**config.mk**
```make
export PLATFORM = sky130hd
export DESIGN_NAME = seq01_sched_flat
export DESIGN_NICKNAME = d
export VERILOG_FILES = /design/src/rtl/seq01_pkg.sv /design/src/rtl/seq01_sched_if.sv /design/src/rtl/seq01_sched_rr_arb.sv /design/src/rtl/seq01_sched.sv /design/src/flat_wrapper.sv
export SDC_FILE = /design/constraint.sdc
export NUM_CORES = 1
export LEC_CHECK = 0
export CAP_MARGIN = 10
export CORE_ASPECT_RATIO = 0.9
export CORE_MARGIN = 5
export CORE_UTILIZATION = 56
export CTS_BUF_LIST = sky130_fd_sc_hd__clkbuf_2
export CTS_CLUSTER_SIZE = 20
export DETAILED_ROUTE_END_ITERATION = 8
export GPL_TIMING_DRIVEN = 0
export PLACE_DENSITY = 0.95
export SLEW_MARGIN = 5
export SYNTH_ARGS = -nofsm -noshare
export SYNTH_HDL_FRONTEND = slang
export SYNTH_SLANG_ARGS = --single-unit
```
**constraint.sdc**
```tcl
create_clock -name clk -period 6.29 [get_ports clk]
set_input_delay 1.258 -clock clk [delete_from_list [all_inputs] [get_ports clk]]
set_output_delay 1.258 -clock clk [all_outputs]
set_load 0.05 [all_outputs]
```
**src/rtl/seq01_pkg.sv**
```systemverilog
// seq01_pkg: shared types and the "01" detector transition function.
// Contents: seq01_state_e (per-channel context), seq01_next(state, x) -> {next, hit}.
// Used by seq01_sched and its arbiter; no ports.
package seq01_pkg;

  typedef enum logic [1:0] {
    S_IDLE = 2'b00,  // no bit seen since reset
    S_SAW0 = 2'b01,  // last bit was 0
    S_SAW1 = 2'b10   // last bit was 1
  } seq01_state_e;

  // Returns {next[1:0], hit}. The next state depends only on the current bit;
  // a hit needs a preceding 0. Encoding 2'b11 falls into the IDLE behaviour.
  function automatic logic [2:0] seq01_next(input logic [1:0] state, input logic x);
    logic [1:0] nxt;
    logic       hit;
    nxt = x ? S_SAW1 : S_SAW0;
    hit = 1'b0;
    if (state == S_SAW0) begin
      hit = x;
    end
    return {nxt, hit};
  endfunction

endpackage

```
**src/rtl/seq01_sched_if.sv**
```systemverilog
// seq01_sched_if: bundles the channel handshake, detection output and counter readback.
// Ports: in_valid/in_bit/in_ready (NCH each), det_valid/det_ch, rd_ch/rd_cnt/clr.
// master = channel sources + event logic side, slave = seq01_sched.
interface seq01_sched_if #(
  parameter int NCH = 4,
  parameter int CW  = 8
);
  localparam int CHW = (NCH > 1) ? $clog2(NCH) : 1;

  logic [NCH-1:0] in_valid;
  logic [NCH-1:0] in_bit;
  logic [NCH-1:0] in_ready;
  logic           det_valid;
  logic [CHW-1:0] det_ch;
  logic [CHW-1:0] rd_ch;
  logic [CW-1:0]  rd_cnt;
  logic           clr;

  modport master (
    output in_valid, in_bit, rd_ch, clr,
    input  in_ready, det_valid, det_ch, rd_cnt
  );

  modport slave (
    input  in_valid, in_bit, rd_ch, clr,
    output in_ready, det_valid, det_ch, rd_cnt
  );
endinterface

```
**src/rtl/seq01_sched_rr_arb.sv**
```systemverilog
// rr_arb: NCH-wide round-robin arbiter, search starts one past the last granted channel.
// Latency: gnt is combinational from req; the pointer advances on the edge where adv is high.
// Backpressure: a requester that is not granted simply waits; pointer holds without adv.
// Ports: clk, rst (sync, active-high), req[NCH], adv (handshake), gnt[NCH] one-hot or zero.
module rr_arb #(
  parameter int NCH = 4
) (
  input  logic           clk,
  input  logic           rst,
  input  logic [NCH-1:0] req,
  input  logic           adv,
  output logic [NCH-1:0] gnt
);
  localparam int CHW = (NCH > 1) ? $clog2(NCH) : 1;

  logic [CHW-1:0] last_q, last_d;
  logic [CHW-1:0] cand;
  logic           found;
  int             idx;

  always_comb begin
    gnt    = '0;
    last_d = last_q;
    found  = 1'b0;
    idx    = 0;
    cand   = '0;
    // Walk last+1 .. last+NCH (wrapping) and take the first requester.
    for (int i = 1; i <= NCH; i++) begin
      idx = int'(last_q) + i;
      if (idx >= NCH) idx = idx - NCH;
      cand = CHW'(idx);
      if (!found && req[cand]) begin
        found     = 1'b1;
        gnt[cand] = 1'b1;
        last_d    = cand;
      end
    end
    if (!adv) last_d = last_q;
  end

  // Reset to NCH-1 so channel 0 is first in line.
  always_ff @(posedge clk) begin
    if (rst) last_q <= CHW'(NCH - 1);
    else     last_q <= last_d;
  end
endmodule

```
**src/rtl/seq01_sched.sv**
```systemverilog
// seq01_sched: one shared "01" detector time-multiplexed over NCH serial channels.
// Latency: grant same cycle as in_valid; det_valid/det_ch and counters one cycle after acceptance.
// Backpressure: one bit per cycle aggregate; ungranted channels hold in_valid until in_ready.
// Ports: clk, rst (sync, active-high), bus (seq01_sched_if.slave).
// Build option: define SEQ01_SCHED_CNT_EN for per-channel saturating hit counters (rd_cnt, clr);
// otherwise rd_cnt reads 0 and clr is ignored.
module seq01_sched
  import seq01_pkg::*;
#(
  parameter int NCH = 4,
  parameter int CW  = 8
) (
  input  logic          clk,
  input  logic          rst,
  seq01_sched_if.slave  bus
);
  localparam int CHW = (NCH > 1) ? $clog2(NCH) : 1;

  logic [NCH-1:0] gnt;
  logic           hs;
  logic [CHW-1:0] sel;
  logic [2:0]     fn_res;

  logic [1:0]     ctx_q [NCH];
  logic [1:0]     ctx_d [NCH];
  logic           det_valid_q, det_valid_d;
  logic [CHW-1:0] det_ch_q, det_ch_d;

  rr_arb #(.NCH(NCH)) u_arb (
    .clk (clk),
    .rst (rst),
    .req (bus.in_valid),
    .adv (hs),
    .gnt (gnt)
  );

  // Grant depends only on in_valid and the pointer, so it is live even during reset.
  assign bus.in_ready = gnt;
  assign hs           = |(bus.in_valid & gnt);

  always_comb begin
    sel = '0;
    for (int i = 0; i < NCH; i++) begin
      if (gnt[i]) sel = CHW'(i);
    end
  end

  always_comb begin
    ctx_d       = ctx_q;
    fn_res      = seq01_next(ctx_q[sel], bus.in_bit[sel]);
    det_valid_d = 1'b0;
    det_ch_d    = det_ch_q;
    if (hs) begin
      ctx_d[sel]  = fn_res[2:1];
      det_valid_d = fn_res[0];
      det_ch_d    = sel;
    end
  end

  always_ff @(posedge clk) begin
    if (rst) begin
      for (int i = 0; i < NCH; i++) ctx_q[i] <= S_IDLE;
      det_valid_q <= 1'b0;
      det_ch_q    <= '0;
    end else begin
      ctx_q       <= ctx_d;
      det_valid_q <= det_valid_d;
      det_ch_q    <= det_ch_d;
    end
  end

  assign bus.det_valid = det_valid_q;
  assign bus.det_ch    = det_ch_q;

`ifdef SEQ01_SCHED_CNT_EN
  logic [CW-1:0] cnt_q [NCH];
  logic [CW-1:0] cnt_d [NCH];
  logic          rd_ok;

  // rd_ch can address past NCH-1 when NCH is not a power of two.
  assign rd_ok = (int'(bus.rd_ch) < NCH);

  always_comb begin
    cnt_d = cnt_q;
    if (det_valid_d && (cnt_q[sel] != {CW{1'b1}})) begin
      cnt_d[sel] = cnt_q[sel] + 1'b1;
    end
    // Applied last so a clear beats a same-edge hit on the same channel.
    if (bus.clr && rd_ok) begin
      cnt_d[bus.rd_ch] = '0;
    end
  end

  always_ff @(posedge clk) begin
    if (rst) begin
      for (int i = 0; i < NCH; i++) cnt_q[i] <= '0;
    end else begin
      cnt_q <= cnt_d;
    end
  end

  assign bus.rd_cnt = rd_ok ? cnt_q[bus.rd_ch] : '0;
`else
  logic unused_cnt_inputs;
  assign unused_cnt_inputs = ^{bus.clr, bus.rd_ch};
  assign bus.rd_cnt        = '0;
`endif

endmodule

```
**src/flat_wrapper.sv**
```systemverilog
// flat-port wrapper written by rule: the top's interface ports become plain ports
module seq01_sched_flat import seq01_pkg::*;
#(
  parameter int NCH = 4,
  parameter int CW  = 8
)
  (clk, rst, bus_in_valid, bus_in_bit, bus_rd_ch, bus_clr, bus_in_ready, bus_det_valid, bus_det_ch, bus_rd_cnt);
  seq01_sched_if #(.NCH(NCH), .CW(CW)) bus_i ();
  input  logic clk;
  input  logic rst;
  input wire logic [$bits(bus_i.in_valid)-1:0] bus_in_valid;
  input wire logic [$bits(bus_i.in_bit)-1:0] bus_in_bit;
  input wire logic [$bits(bus_i.rd_ch)-1:0] bus_rd_ch;
  input wire logic [$bits(bus_i.clr)-1:0] bus_clr;
  output wire logic [$bits(bus_i.in_ready)-1:0] bus_in_ready;
  output wire logic [$bits(bus_i.det_valid)-1:0] bus_det_valid;
  output wire logic [$bits(bus_i.det_ch)-1:0] bus_det_ch;
  output wire logic [$bits(bus_i.rd_cnt)-1:0] bus_rd_cnt;
  assign bus_i.in_valid = bus_in_valid;
  assign bus_i.in_bit = bus_in_bit;
  assign bus_i.rd_ch = bus_rd_ch;
  assign bus_i.clr = bus_clr;
  assign bus_in_ready = bus_i.in_ready;
  assign bus_det_valid = bus_i.det_valid;
  assign bus_det_ch = bus_i.det_ch;
  assign bus_rd_cnt = bus_i.rd_cnt;
  seq01_sched #(.NCH(NCH), .CW(CW)) u_core (.clk(clk), .rst(rst), .bus(bus_i));
endmodule
```
==> impl_metrics.csv <==
group,metric,value,unit
setup_path,crit_path_frequent_cell,"clkdlybuf4s50_1",
floorplan,die_h,55.0,µm
sta,min_period,5640,ps
floorplan,initial_core_util,58.2,%
setup_path,crit_slowest_cell,"clkdlybuf4s50_1",
run,cap_violations,0,
pwr,p_int,0.396,mW
logic_synthesis,yosys_register_bits,13,
logic_synthesis,synth-async-reset-ratio,0,%
logic_synthesis,syn_inst,144,
logic_synthesis,synth_top_area_share,20.7,%
sta,slew_violations,0,
logic_synthesis,netlist.top_cell.by_area,"dfxtp_1",
logic_synthesis,synth_common_cells,"dfxtp_1, nand2_1, buf_4",
global_route,grtUsageTotal,17.9,%
sta,slew_headroom,53.8,%
drt,firstDrtPassIters,4,
drt,drcViolationCount,0,
cts,cts_resized,0,
cts,cts_tree,"built",
global_route,first_global_vias,1077,
cts,insertion_delay,280,ps
pwr,leakagePower,0.652,nW
pwr,combPwrFrac,79.9,%
cts,cts.clk_slew.worst_paths,130,ps
logic_synthesis,synth.area.top_cells,"dfxtp_1, ha_1, buf_4",
cts,cts_max_path_buffers,2,
floorplan,rows,16,
logic_synthesis,ys.flop_type,"dfxtp_1",
global_route,antenna_found_initial,0,
pwr,peakVddDrop,0.358,mV
cts,htreeDepth,1,
drt,routed_wirelength,2.88,mm
logic_synthesis,netlist_area,1260,µm²
cells_and_area,multiInputGateArea,881,µm²
drt,drt_iter0_drc,38,
pwr,switching_power,0.471,mW
sta,finClkSkew,8.65,ps
pwr,p_per_area,591,nW/µm²
cts,post-cts-setup-buffers,0,
place,gp_congestion,0.924,
setup_path,worst_ep_required_time,5030,ps
cells_and_area,drive_gt1_share,19.0,%
setup_path,worstPathArrival,4390,ps
setup_path,end_kind,"output pin",
setup_path,path_max_fanout,10,
pwr,swShare,54.3,%
global_route,grt_start_max_net_pins,11,
logic_synthesis,postSynthAreaPerCell,8.73,µm²
floorplan,core_area,2160,µm²
cells_and_area,regArea,260,µm²
global_route,grt_overflow,0,
logic_synthesis,ys_types,57,
drt,viasPerCell,6.10,
sta,finalSetupTns,0,ps
setup_path,criticalPathCategory,"primary input to output pin",
cts,cts_hold_buf,0,
floorplan,die_area,3290,µm²
cts,clock_sinks,13,
sta,final.period_utilization,89.7,%
cells_and_area,fillerInstances,150,
logic_synthesis,synth-warning-count,0,
drt,vias,1189,
cells_and_area,diodes,0,
sta,setup_viol,0,
cells_and_area,syn_to_final_growth,16.7,%
sta,fmax,177,MHz
cts,cts_buffers,3,
pwr,total_power,0.867,mW
floorplan,die_w,60.0,µm
global_route,grt_pass1_wl,4.58,mm
logic_synthesis,yosysMostFrequentCell,"dfxtp_1",
logic_synthesis,synth_edf_count,0,
setup_path,cp-start-kind,"primary input",
setup_path,critPathMaxStageDelay,830,ps
cts,cts_root_buf,"clkbuf_2",
hold_path,hold_class,"flop to flop",
logic_synthesis,ys_seq_area_share,20.7,%
drt,routedWlPerCell,14.8,µm
pwr,pwr-share-clk,4.9,%
sta,rsz0062_at_grt,"false",
pwr,pwr-share-seq,15.2,%
setup_path,path_cells,"clkdlybuf4s50_1, buf_2, or3_1, o31a_1, a21oi_1, a22oi_1, inv_1, clkdlybuf4s50_1",
outcome,status,"completed",
place,portBuffers,13,
cells_and_area,final_nets,190,
sta,hold_viol_final,0,
place,hpwl,2.29,mm
floorplan,io_pins,28,
sta,tightest_slew,692,ps
drt,ant_nets,0,
-- power by group through the flow --
stage	sequential (mW)	clock (mW)	combinational, mW
6_report	0.131	0.0428	0.693
5_1_grt	0.133	0.0486	0.746
4_1_cts	0.131	0.0440	0.684
3_5_place_dp	0.134	0	0.681
3_3_place_gp	0.130	0	0.659
2_1_floorplan	0.155	0	0.510
-- area by class of cell --
cell class	instances	area share [%]
tap	27	2.30
sequential	13	17.7
buffer	18	7.93
clock buffer	3	1.02
multi-input combinational	113	60.0
inverter	7	1.79
clock inverter	1	0.341
timing repair buffer	13	8.87
-- per-layer routing --
layer / vias up / share of wire, % / global-route usage [%]
met4: 0 / 0 / 2.95
met2: 62 / 50 / 32.2
li1: 573 / - / -
met3: 0 / 8.2 / 3.48
met1: 554 / 41 / 22.6
met5: - / 0 / 0
-- placed cells by master, fill, tap and decap left out, types with 2 or more instances in the layout --
cell type	instances
nand2b_1	4
buf_4	9
mux2i_1	4
a21oi_1	7
mux4_2	3
clkbuf_2	4
a32oi_1	2
a211oi_1	4
conb_1	8
and2_1	2
nand3_1	2
a22o_1	2
o211a_1	2
inv_1	7
nor2b_1	3
dfxtp_1	13
o21ai_0	2
nand2_1	11
a31oi_1	5
ha_1	8
clkdlybuf4s50_1	13
o31ai_1	2
nand4_1	2
buf_2	5
a221o_1	2
clkbuf_1	2
nor2_1	6
a22oi_1	3
-- final timing paths --
path,cells after the start,endpoint,slack (ps),start
setup reg to reg,12,u_core.ctx_q[1],2810,u_core.u_arb.last_q[1]
hold reg to reg,2,u_core.ctx_q[6],490,u_core.ctx_q[6]
setup / recovery,8,bus_in_ready[1],650,bus_in_valid[1]
hold / removal,2,u_core.ctx_q[6],490,u_core.ctx_q[6]
-- state kept, by name, summed over array words and instances (netlist names) --
register,cells
u_core.bus.det_ch,2
u_core.ctx_q,8
u_core.u_arb.last_q,2
u_core.bus.det_valid,1
-- metrics by stage --
| step | area [µm²] | std cells | hold slack [ps] | util [%] | setup WS, ps |
|---|---|---|---|---|---|
| floorplan | 1280 | 151 | 430 | - | 2000 |
| global placement | 1450 | 191 | 445 | 67.0 | 756 |
| detailed placement | 1450 | 191 | 476 | 67.0 | 712 |
| CTS | 1470 | 195 | 493 | 67.9 | 698 |
| global route | 1470 | 195 | 517 | 67.9 | 507 |
| finish | 1470 | 195 | 492 | 67.9 | 645 |
-- critical path, delay by kind of cell --
kind	cells	cell delay, ps
buffers and inverters	4	1620
AOI/OAI and AO/OA	3	1130
and+or+nand+nor	1	380
-- cell families after synthesis --
logic type | Yosys count | synth area share [%]
xor+xnor | 1 | 0.697
compound gates | 48 | 31.8
other cells | 1 | 0.298
buf+inv | 25 | 11.3
mux | 7 | 8.56
flops | 13 | 20.7
simple gates | 41 | 18.6
fa+ha+maj | 8 | 7.96
(Power assumes the default switching activity.)
